### src/rtl/intr_pending_ctrl.sv
// rtl/intr_pending_ctrl.sv - sticky, maskable, acknowledgeable per-channel interrupt pending with overrun counters
module intr_pending_ctrl #(
    parameter int NCH   = 4,
    parameter int CNT_W = 8
) (
    input  logic                 clk,
    input  logic                 reset,
    input  logic [NCH-1:0]       pulse_in,
    input  logic [NCH-1:0]       mask,
    input  logic [NCH-1:0]       ack,
    input  logic [NCH-1:0]       ovr_clr,
    output logic [NCH-1:0]       pending,
    output logic [NCH-1:0]       irq_out,
    output logic                 irq_any,
    output logic [NCH*CNT_W-1:0] ovr_cnt
);

    localparam logic [CNT_W-1:0] CNT_MAX = {CNT_W{1'b1}};
    localparam logic [CNT_W-1:0] CNT_ONE = {{(CNT_W-1){1'b0}}, 1'b1};

    logic [NCH-1:0]       prev;
    logic [NCH-1:0]       evt;
    logic [NCH-1:0]       ovr_evt;
    logic [NCH-1:0]       next_pending;
    logic [NCH*CNT_W-1:0] next_ovr_cnt;

    // A new event beats a simultaneous ack, and only an unacked event on an
    // already-pending channel counts as a lost tick.
    always_comb begin
        evt          = pulse_in & ~prev;
        ovr_evt      = evt & ~ack & pending;
        next_pending = pending;
        next_ovr_cnt = ovr_cnt;
        for (int i = 0; i < NCH; i++) begin
            if (evt[i]) begin
                next_pending[i] = 1'b1;
            end else if (ack[i]) begin
                next_pending[i] = 1'b0;
            end

            if (ovr_clr[i]) begin
                next_ovr_cnt[i*CNT_W +: CNT_W] = ovr_evt[i] ? CNT_ONE : '0;
            end else if (ovr_evt[i] && (ovr_cnt[i*CNT_W +: CNT_W] != CNT_MAX)) begin
                next_ovr_cnt[i*CNT_W +: CNT_W] = ovr_cnt[i*CNT_W +: CNT_W] + CNT_ONE;
            end
        end
    end

    // prev resets to all ones so inputs held high through reset are not events.
    always_ff @(posedge clk) begin
        if (reset) begin
            prev    <= '1;
            pending <= '0;
            irq_out <= '0;
            irq_any <= 1'b0;
            ovr_cnt <= '0;
        end else begin
            prev    <= pulse_in;
            pending <= next_pending;
            irq_out <= next_pending & mask;
            irq_any <= |(next_pending & mask);
            ovr_cnt <= next_ovr_cnt;
        end
    end

endmodule

### config.mk
export PLATFORM = sky130hd
export DESIGN_NAME = intr_pending_ctrl
export DESIGN_NICKNAME = d
export VERILOG_FILES = /design/src/rtl/intr_pending_ctrl.sv
export SDC_FILE = /design/constraint.sdc
export NUM_CORES = 1
export LEC_CHECK = 0
export BUFFER_PORTS_ARGS = -buffer_cell sky130_fd_sc_hd__buf_2
export CAP_MARGIN = 15
export CELL_PAD_IN_SITES_DETAIL_PLACEMENT = 2
export CELL_PAD_IN_SITES_GLOBAL_PLACEMENT = 2
export CORE_ASPECT_RATIO = 1.5
export CORE_MARGIN = 2
export CORE_UTILIZATION = 25
export CTS_CLUSTER_DIAMETER = 200
export DETAILED_ROUTE_END_ITERATION = 8
export GPL_ROUTABILITY_DRIVEN = 0
export PLACE_DENSITY = 0.73
export RECOVER_POWER = 100
export SLEW_MARGIN = 40
export SYNTH_ARGS = -nofsm -noshare
export SYNTH_HDL_FRONTEND = slang
export SYNTH_SLANG_ARGS = --single-unit
### constraint.sdc
create_clock -name clk -period 1.7 [get_ports clk]
set_input_delay 0.085 -clock clk [delete_from_list [all_inputs] [get_ports clk]]
set_output_delay 0.085 -clock clk [all_outputs]
set_load 0.005 [all_outputs]
== After elaboration in Yosys (flattened, before gate mapping) ==
Cells that the tools add are included.

* $add $sub $neg: 4
* Equal/unequal tests: 4
* Multiplexer cells: 20
* Bitwise operators: 6
* Reductions and logical operators: 9

{| class="wikitable"
|+ Operator list
! cell !! number
|-
| two-way mux 8 bit || 8
|-
| adder 8 x 1 -> 8 bit (second input constant) || 4
|-
| inequality test 8 bit (second input constant) || 4
|-
| AND 4 bit || 4
|-
| two-way mux 1 bit || 12
|-
| inverter 4 bit || 2
|-
| nonzero test 2 bit || 4
|-
| logical AND 1 bit || 4
|-
| OR reduction 4 bit || 1
|}

* Flip-flop bits (word level): 45
* Word-level logic and storage cells: 51

== Depth between registers and ports, before layout ==
Gate-level depths: netlist of the first run.

* Depth in word-level cells: 7
* Mapped depth: 5
* Depth with buffers taken out: 5

== Worst setup path before layout of the first run ==
OpenSTA, ideal clock, no wires.

* Path type: reg2reg
* Start point: reg ovr_cnt[0]
* End point: reg ovr_cnt[6]
* Library setup time: 0.122 ns
* Arrival time: 1.260 ns
* Slack: 0.318 ns
* Cell stages (with the launch flop): 6
* Path buffers: 0
* Period minus slack after synthesis: 1.382 ns
* Cell sequence: dfxtp_1 ha_1 nand2_1 or4_1 mux2i_1 nor2_1

* Word-level cells in the longest chain between the ends: 3

{| class="wikitable"
|+ Ends and longest elaborated chain
! what !! RTL line !! RTL
|-
| start: declaration || 15 || <nowiki>output logic [NCH*CNT_W-1:0] ovr_cnt</nowiki>
|-
| start signal: assignment || 62 || <nowiki>ovr_cnt <= next_ovr_cnt;</nowiki>
|-
| adder 8 x 1 -> 8 bit or inequality test 8 bit (tied branches) || 44, 43 ||
|-
| two-way mux 8 bit or logical AND 1 bit (tied branches) || 43 || <nowiki>end else if (ovr_evt[i] && (ovr_cnt[i*CNT_W +: CNT_W] != CNT_MAX)) begin</nowiki>
|-
| two-way mux 8 bit or nonzero test 2 bit (tied branches) || -- ||
|}

Parallel ways exist; a longest one is shown, timed or not. The select of a mux whose other input is x is not followed.
A chain may end at the register's enable or synchronous reset.

== Final worst setup path of the first run ==
* Start point: reg ovr_cnt[24]
* End point: reg ovr_cnt[25]

Same word-level chain as after synthesis.

==> results of run 1 <==
## flip-flops by register name, summed over array words and instances (netlist names)
| signal | flops |
|---|---|
| irq_any | 1 |
| irq_out | 4 |
| ovr_cnt | 32 |
| pending | 4 |
| prev | 4 |
## final timing paths
path	endpoint	slack, ns
max	ovr_cnt[25]	0.12
min	prev[1]	0.01
max reg2reg	ovr_cnt[25]	0.12
min reg2reg	pending[1]	0.51
## per-layer routing
metal	global-route usage (%)	vias up	routed length, um	share of wire [%]
li1	-	909	-	-
met1	14.3	922	2320	41
met2	25.3	39	3050	53
met3	2.84	6	229	4.0
met4	5.36	0	101	1.8
met5	0	-	0	0
## worst max-delay path, cell delays in order, from the launching register on
cell and delay, ns:
dfxtp_1 0.41, ha_1 0.27, nand4_2 0.22, o21ai_1 0.29, mux2i_1 0.22, nor2_1 0.05
## kinds of logic after synthesis
| group | Yosys count | share of synthesized area (%) |
|---|---|---|
| xor gates and xnor gates | 9 | 3.88 |
| adders and majority gates | 4 | 2.47 |
| and+or+nand+nor | 96 | 27.9 |
| buffers and inverters | 9 | 1.66 |
| DFF | 45 | 44.4 |
| muxes | 9 | 4.44 |
| AOI/OAI and AO/OA | 45 | 15.3 |
## cell type report
cell class,instances,area share (%)
Clock buffer,5,4.84
Timing Repair Buffer,62,11.2
Multi-Input combinational cell,163,42.6
Tap cell,105,5.08
Inverter,4,0.581
Clock inverter,3,0.823
Sequential cell,45,34.9
## cells in the mapped netlist, types with 2 or more instances
| library cell | instances | share of area, % |
|---|---|---|
| xnor2_1 | 2 | 0.86 |
| o21ai_1 | 4 | 0.99 |
| nand2_1 | 7 | 1.3 |
| a32o_1 | 3 | 1.5 |
| ha_1 | 4 | 2.5 |
| and3_1 | 6 | 1.8 |
| nand2b_1 | 10 | 3.1 |
| or3_1 | 6 | 1.8 |
| nor3_1 | 3 | 0.74 |
| clkbuf_1 | 4 | 0.74 |
| nor2_1 | 24 | 4.4 |
| nand3_1 | 7 | 1.7 |
| o21ai_0 | 7 | 1.7 |
| mux2i_1 | 9 | 4.4 |
| and2_1 | 6 | 1.8 |
| dfxtp_1 | 45 | 44 |
| xor2_1 | 7 | 3.0 |
| nand3b_1 | 2 | 0.74 |
| nand4_1 | 5 | 1.5 |
| or4_1 | 2 | 0.74 |
| nor3b_1 | 3 | 1.1 |
| o21bai_1 | 3 | 1.1 |
| a21oi_1 | 15 | 3.7 |
| and4bb_2 | 3 | 1.8 |
| o211ai_1 | 4 | 1.5 |
| o211ai_2 | 2 | 1.2 |
| a31oi_1 | 2 | 0.62 |
| or2_0 | 3 | 0.92 |
| inv_1 | 4 | 0.74 |
| or2_2 | 4 | 1.2 |
## power groups by stage
stage	Sequential (mW)	Clock, mW	Combinational, mW
finish	1.07	0.983	0.0826
global route	1.07	1.07	0.0941
CTS	1.07	1.04	0.0877
detailed placement	1.10	0	0.0874
global placement	1.10	0	0.0852
floorplan	1.10	0	0.0380
## repair_timing
item	in CTS	in global routing
gates resized for setup	0	1
endpoints found under the setup margin	0	3
buffers inserted	0	0
==> metrics.txt, run 1 <==
Hold WS=0.0149 ns; most frequent cells in the layout=dfxtp_1 (45), buf_2 (43), nor2_1 (24); asr flop ratio synth=0%; Root Buffer=clkbuf_16; # port buffers=just under 60; DRC violations left=0; worst r2r src=ovr_cnt[24]; Max VDD drop=336 uV; Clock Skew=0.00319 ns; Hold WC Path Type=in2reg; cell count after synthesis=between 200 and 250; Core ar.=slightly below 8000 um^2; Nets=303; area of the multi-input gates=1100 um^2; number of diodes=0; # rows=40; Critical Path Sink Type=register; Routed Antenna Nets=0; total global routing overflow=0; mapped cell area=between 2000 and 2500 um^2; Post-Route Setup TNS=0 ns; status=finished clean; Hold Buf Count CTS=0; Rel. slew slack=between 60% and 70%; Arrival @ worst endpoint=~1.8 ns; Reg area=~900 um^2; cell count of the worst hold path=2; Register-to-Register Path Depth=5; EDFF count, synth=0; final setup vio count=0; wire length per cell=between 10 and 15 um; final hold vios=0; Die Area=8870 um^2; register share of total power=50.2%; number of top-level pins=59; Fmax=633 MHz; Finished Layout Cells=just under 400; Yosys cell types=41; crit share post-route=93.0%; Via density=4.85; Tot GR Track Use=13.4%; clk sink count=45; FF+latch count, synth=45; clk slew on worst S/H paths=0.07 ns; CTS Buf Count=5; share of cells above drive strength 1=around 23%; CP required=approximately 1.9 ns; vias in the first global route=between 1500 and 2000; Mean Syn Cell Area=approximately 9.4 um^2; Psw=486 uW; post-route cell area=approximately 2600 um^2; Post-DP Area=2460 um^2; Die X=just under 80 um; sw frac=22.7%; CP startpoint kind=register; Final Max Tran Viols=0; Leakage=1.07 nW; Inst Count DP=approximately 380; final WL=roughly 5700 um; Fill cells=929; final core utilization=between 30% and 40%; initial antenna violation count=0; Crit Path Category=reg2reg; crit path launch=ovr_cnt[24]; post-placement worst setup slack=0.146 ns; clock buffer depth=2; DP HPWL=4450 um; worst-margin pin slew=0.490 ns; Area growth syn-to-layout=27.3%; H-tree depth=2; ys flop type=dfxtp_1; Pwr Density=828 nW/um^2; synth warn=0; RSZ-0062 raised after global routing=yes; DRT Pass-1 Iters=4; Int Power=~1.7 mW; min setup slack post-route=between 0.1 and 0.15 ns; min Tclk post-route=1.58 ns; Seq/Total Area, Yosys=between 40% and 50%; commonest non-fill, non-tap cell in the layout=dfxtp_1; CTS tree=built; Skew-Pair Late Insertion Delay=0.29 ns; starting density of the core=25.5%; Gate power share=slightly below 4%; die height=114 um; first-pass GRT wire length=9450 um; largest net degree at the start of global routing=16; hold path startpoint=pulse_in[1]; Max Cap Viol=0; Clock Power Share=between 40% and 50%; total power=2.14 mW; critical-path maximum fanout=6; Initial DRC Count=21; syn nets=roughly 240; via count=1876
Note: power is estimated with default switching activity, not from simulation.
==> run 2: changes to the inputs <==
- PLACE_DENSITY: 0.73 -> 0.75
- clock period: 1.7 -> 1.3 ns (I/O delays scaled with it)
==> metrics.txt, run 2 (same netlist as run 1, synthesis figures left out) <==
# port buffers=58 (unchanged); Tot GR Track Use=16.2% (+2.8 points); Leakage=1.48 nW (+38%); Fmax=699 MHz (+10%); Reg2Reg Setup Slack=-0.13 ns (-0.25 ns); Hold Path Sink=irq_out[1]; Routed Antenna Nets=0 (unchanged); status=complete, but fails checks; worst r2r src=pending[0]; Arrival @ worst endpoint=1.65 ns (-0.10 ns); Pwr Density=921 nW/um^2 (+11%); Via density=4.77 (-1.7%); RSZ-0062 raised after global routing=yes; Crit Path Category=reg2reg; Hold WC Path Type=in2reg; Core ar.=7960 um^2 (unchanged); wire length per cell=15.7 um (+6.8%); via count=2111 (+13%); die height=114 um (unchanged); Nets=359 (+18%); clock buffer depth=2 (unchanged); total global routing overflow=0 (unchanged); crit share post-route=110% (+17 points); failing checks=negative setup slack; Most flops, register=ovr_cnt; DRT Pass-1 Iters=4 (unchanged); Root Buffer=clkbuf_16; Max VDD drop=438 uV (+31%); vias in the first global route=2301 (+16%); Final Max Tran Viols=0 (unchanged); largest net degree at the start of global routing=15 (-1); commonest non-fill, non-tap cell in the layout=buf_2; Post-Route Setup TNS=-1.12 ns (-1.12 ns); clk sink count=45 (unchanged); RR Endpoint=ovr_cnt[5]; crit path launch=pending[0]; min setup slack post-route=-0.131 ns (-0.251 ns); initial antenna violation count=0 (unchanged); DRC violations left=0 (unchanged); H-tree depth=2 (unchanged); hold path startpoint=mask[1]; Critical Path Sink Type=register; DP HPWL=5280 um (+18%); Skew-Pair Late Insertion Delay=0.29 ns (about the same); Clock Skew=0.00608 ns (+0.00290 ns); Max Cap Viol=0 (unchanged); max reg flops=32 (unchanged); most frequent cells in the layout=buf_2 (54), buf_4 (49), dfxtp_1 (32); final setup vio count=19 (+19); number of diodes=0 (unchanged); CTS tree=built; Inst Count DP=422 (+11%); share of cells above drive strength 1=49.1% (+26 points); Finished Layout Cells=443 (+14%); total power=3.05 mW (+42%); CP required=1.52 ns (-0.35 ns); number of top-level pins=59 (unchanged); Area growth syn-to-layout=63.1%; Register-to-Register Path Depth=4 (-1); Initial DRC Count=28 (+33%); CP startpoint kind=register; Die Area=8870 um^2 (unchanged); first-pass GRT wire length=11300 um (+19%); clk slew on worst S/H paths=0.07 ns (about the same); critical-path maximum fanout=3 (-3); min Tclk post-route=1.43 ns (-0.149 ns); final hold vios=0 (unchanged); Die X=77.6 um (unchanged); # rows=40 (unchanged); CTS Buf Count=5 (unchanged); cell count of the worst hold path=2 (unchanged); final WL=6970 um (+22%); worst-margin pin slew=0.430 ns (-0.0593 ns); Rel. slew slack=71.3% (+4.0 points); starting density of the core=25.5% (unchanged)
==> run 2: power by group <==
part	switching [mW]	internal (mW)	leakage, nW	total (mW)
Sequential	0.00981	1.39	0.371	1.40
Combinational	0.0664	0.0669	1.02	0.133
Clock	0.558	0.960	0.0831	1.52
Total	0.634	2.41	1.48	3.05
==> run 2: how the worst max path moves through the flow <==
stage / endpoint / slack [ns] / cells after the start
2_1_floorplan: ovr_cnt[24] / 0.00004 / 5
3_3_place_gp: ovr_cnt[24] / -0.04 / 5
3_5_place_dp: ovr_cnt[30] / -0.17 / 5
4_1_cts: ovr_cnt[9] / -0.10 / 5
5_1_grt: ovr_cnt[8] / -0.20 / 5
6_report: ovr_cnt[5] / -0.13 / 4
==> run 2: critical path, cell delays in order, from the launching register on <==
cell and delay [ns]:
dfxtp_1 0.39, and4bb_2 0.30, o211ai_1 0.15, or3_1 0.35
a21oi_1 0.17
==> run 2: cell type report <==
cell class | count | area (um^2)
repair buffers | 118 | 738
fillers | 893 | 4650
flip-flops and latches | 45 | 927
inverters | 4 | 15.0
well taps | 105 | 131
clock buffers | 6 | 139
multi-input cells | 163 | 1320
clock inverters | 2 | 37.5
==> run 2: what timing repair did <==
item / 4_1_cts / 5_1_grt
resized for setup: 31 / 33
pin swaps: 19 / 20
hold endpoints to repair: 1 / 0
hold buffers: 1 / 0
setup endpoints to repair: 25 / 30
buffers inserted: 6 / 7
==> run 2: metal layers <==
layer	share of wire, %	up-vias	track usage [%]
met4	2.6	0	7.02
met5	0	-	0
met2	57	45	31.9
met3	4.2	13	3.39
met1	36	1031	16.1
li1	-	1022	-
==> run 2: metrics by stage <==
stage | utilization, % | hold WS [ns] | setup slack (ns) | instance area, um^2
3_3_place_gp | 35.8 | 0.291 | -0.0424 | 2850
6_report | 41.6 | 0.0187 | -0.131 | 3310
5_1_grt | 41.6 | 0.0528 | -0.202 | 3310
2_1_floorplan | - | 0.142 | 0.0000432 | 2090
4_1_cts | 40.3 | 0.00414 | -0.102 | 3200
3_5_place_dp | 35.8 | 0.300 | -0.173 | 2850
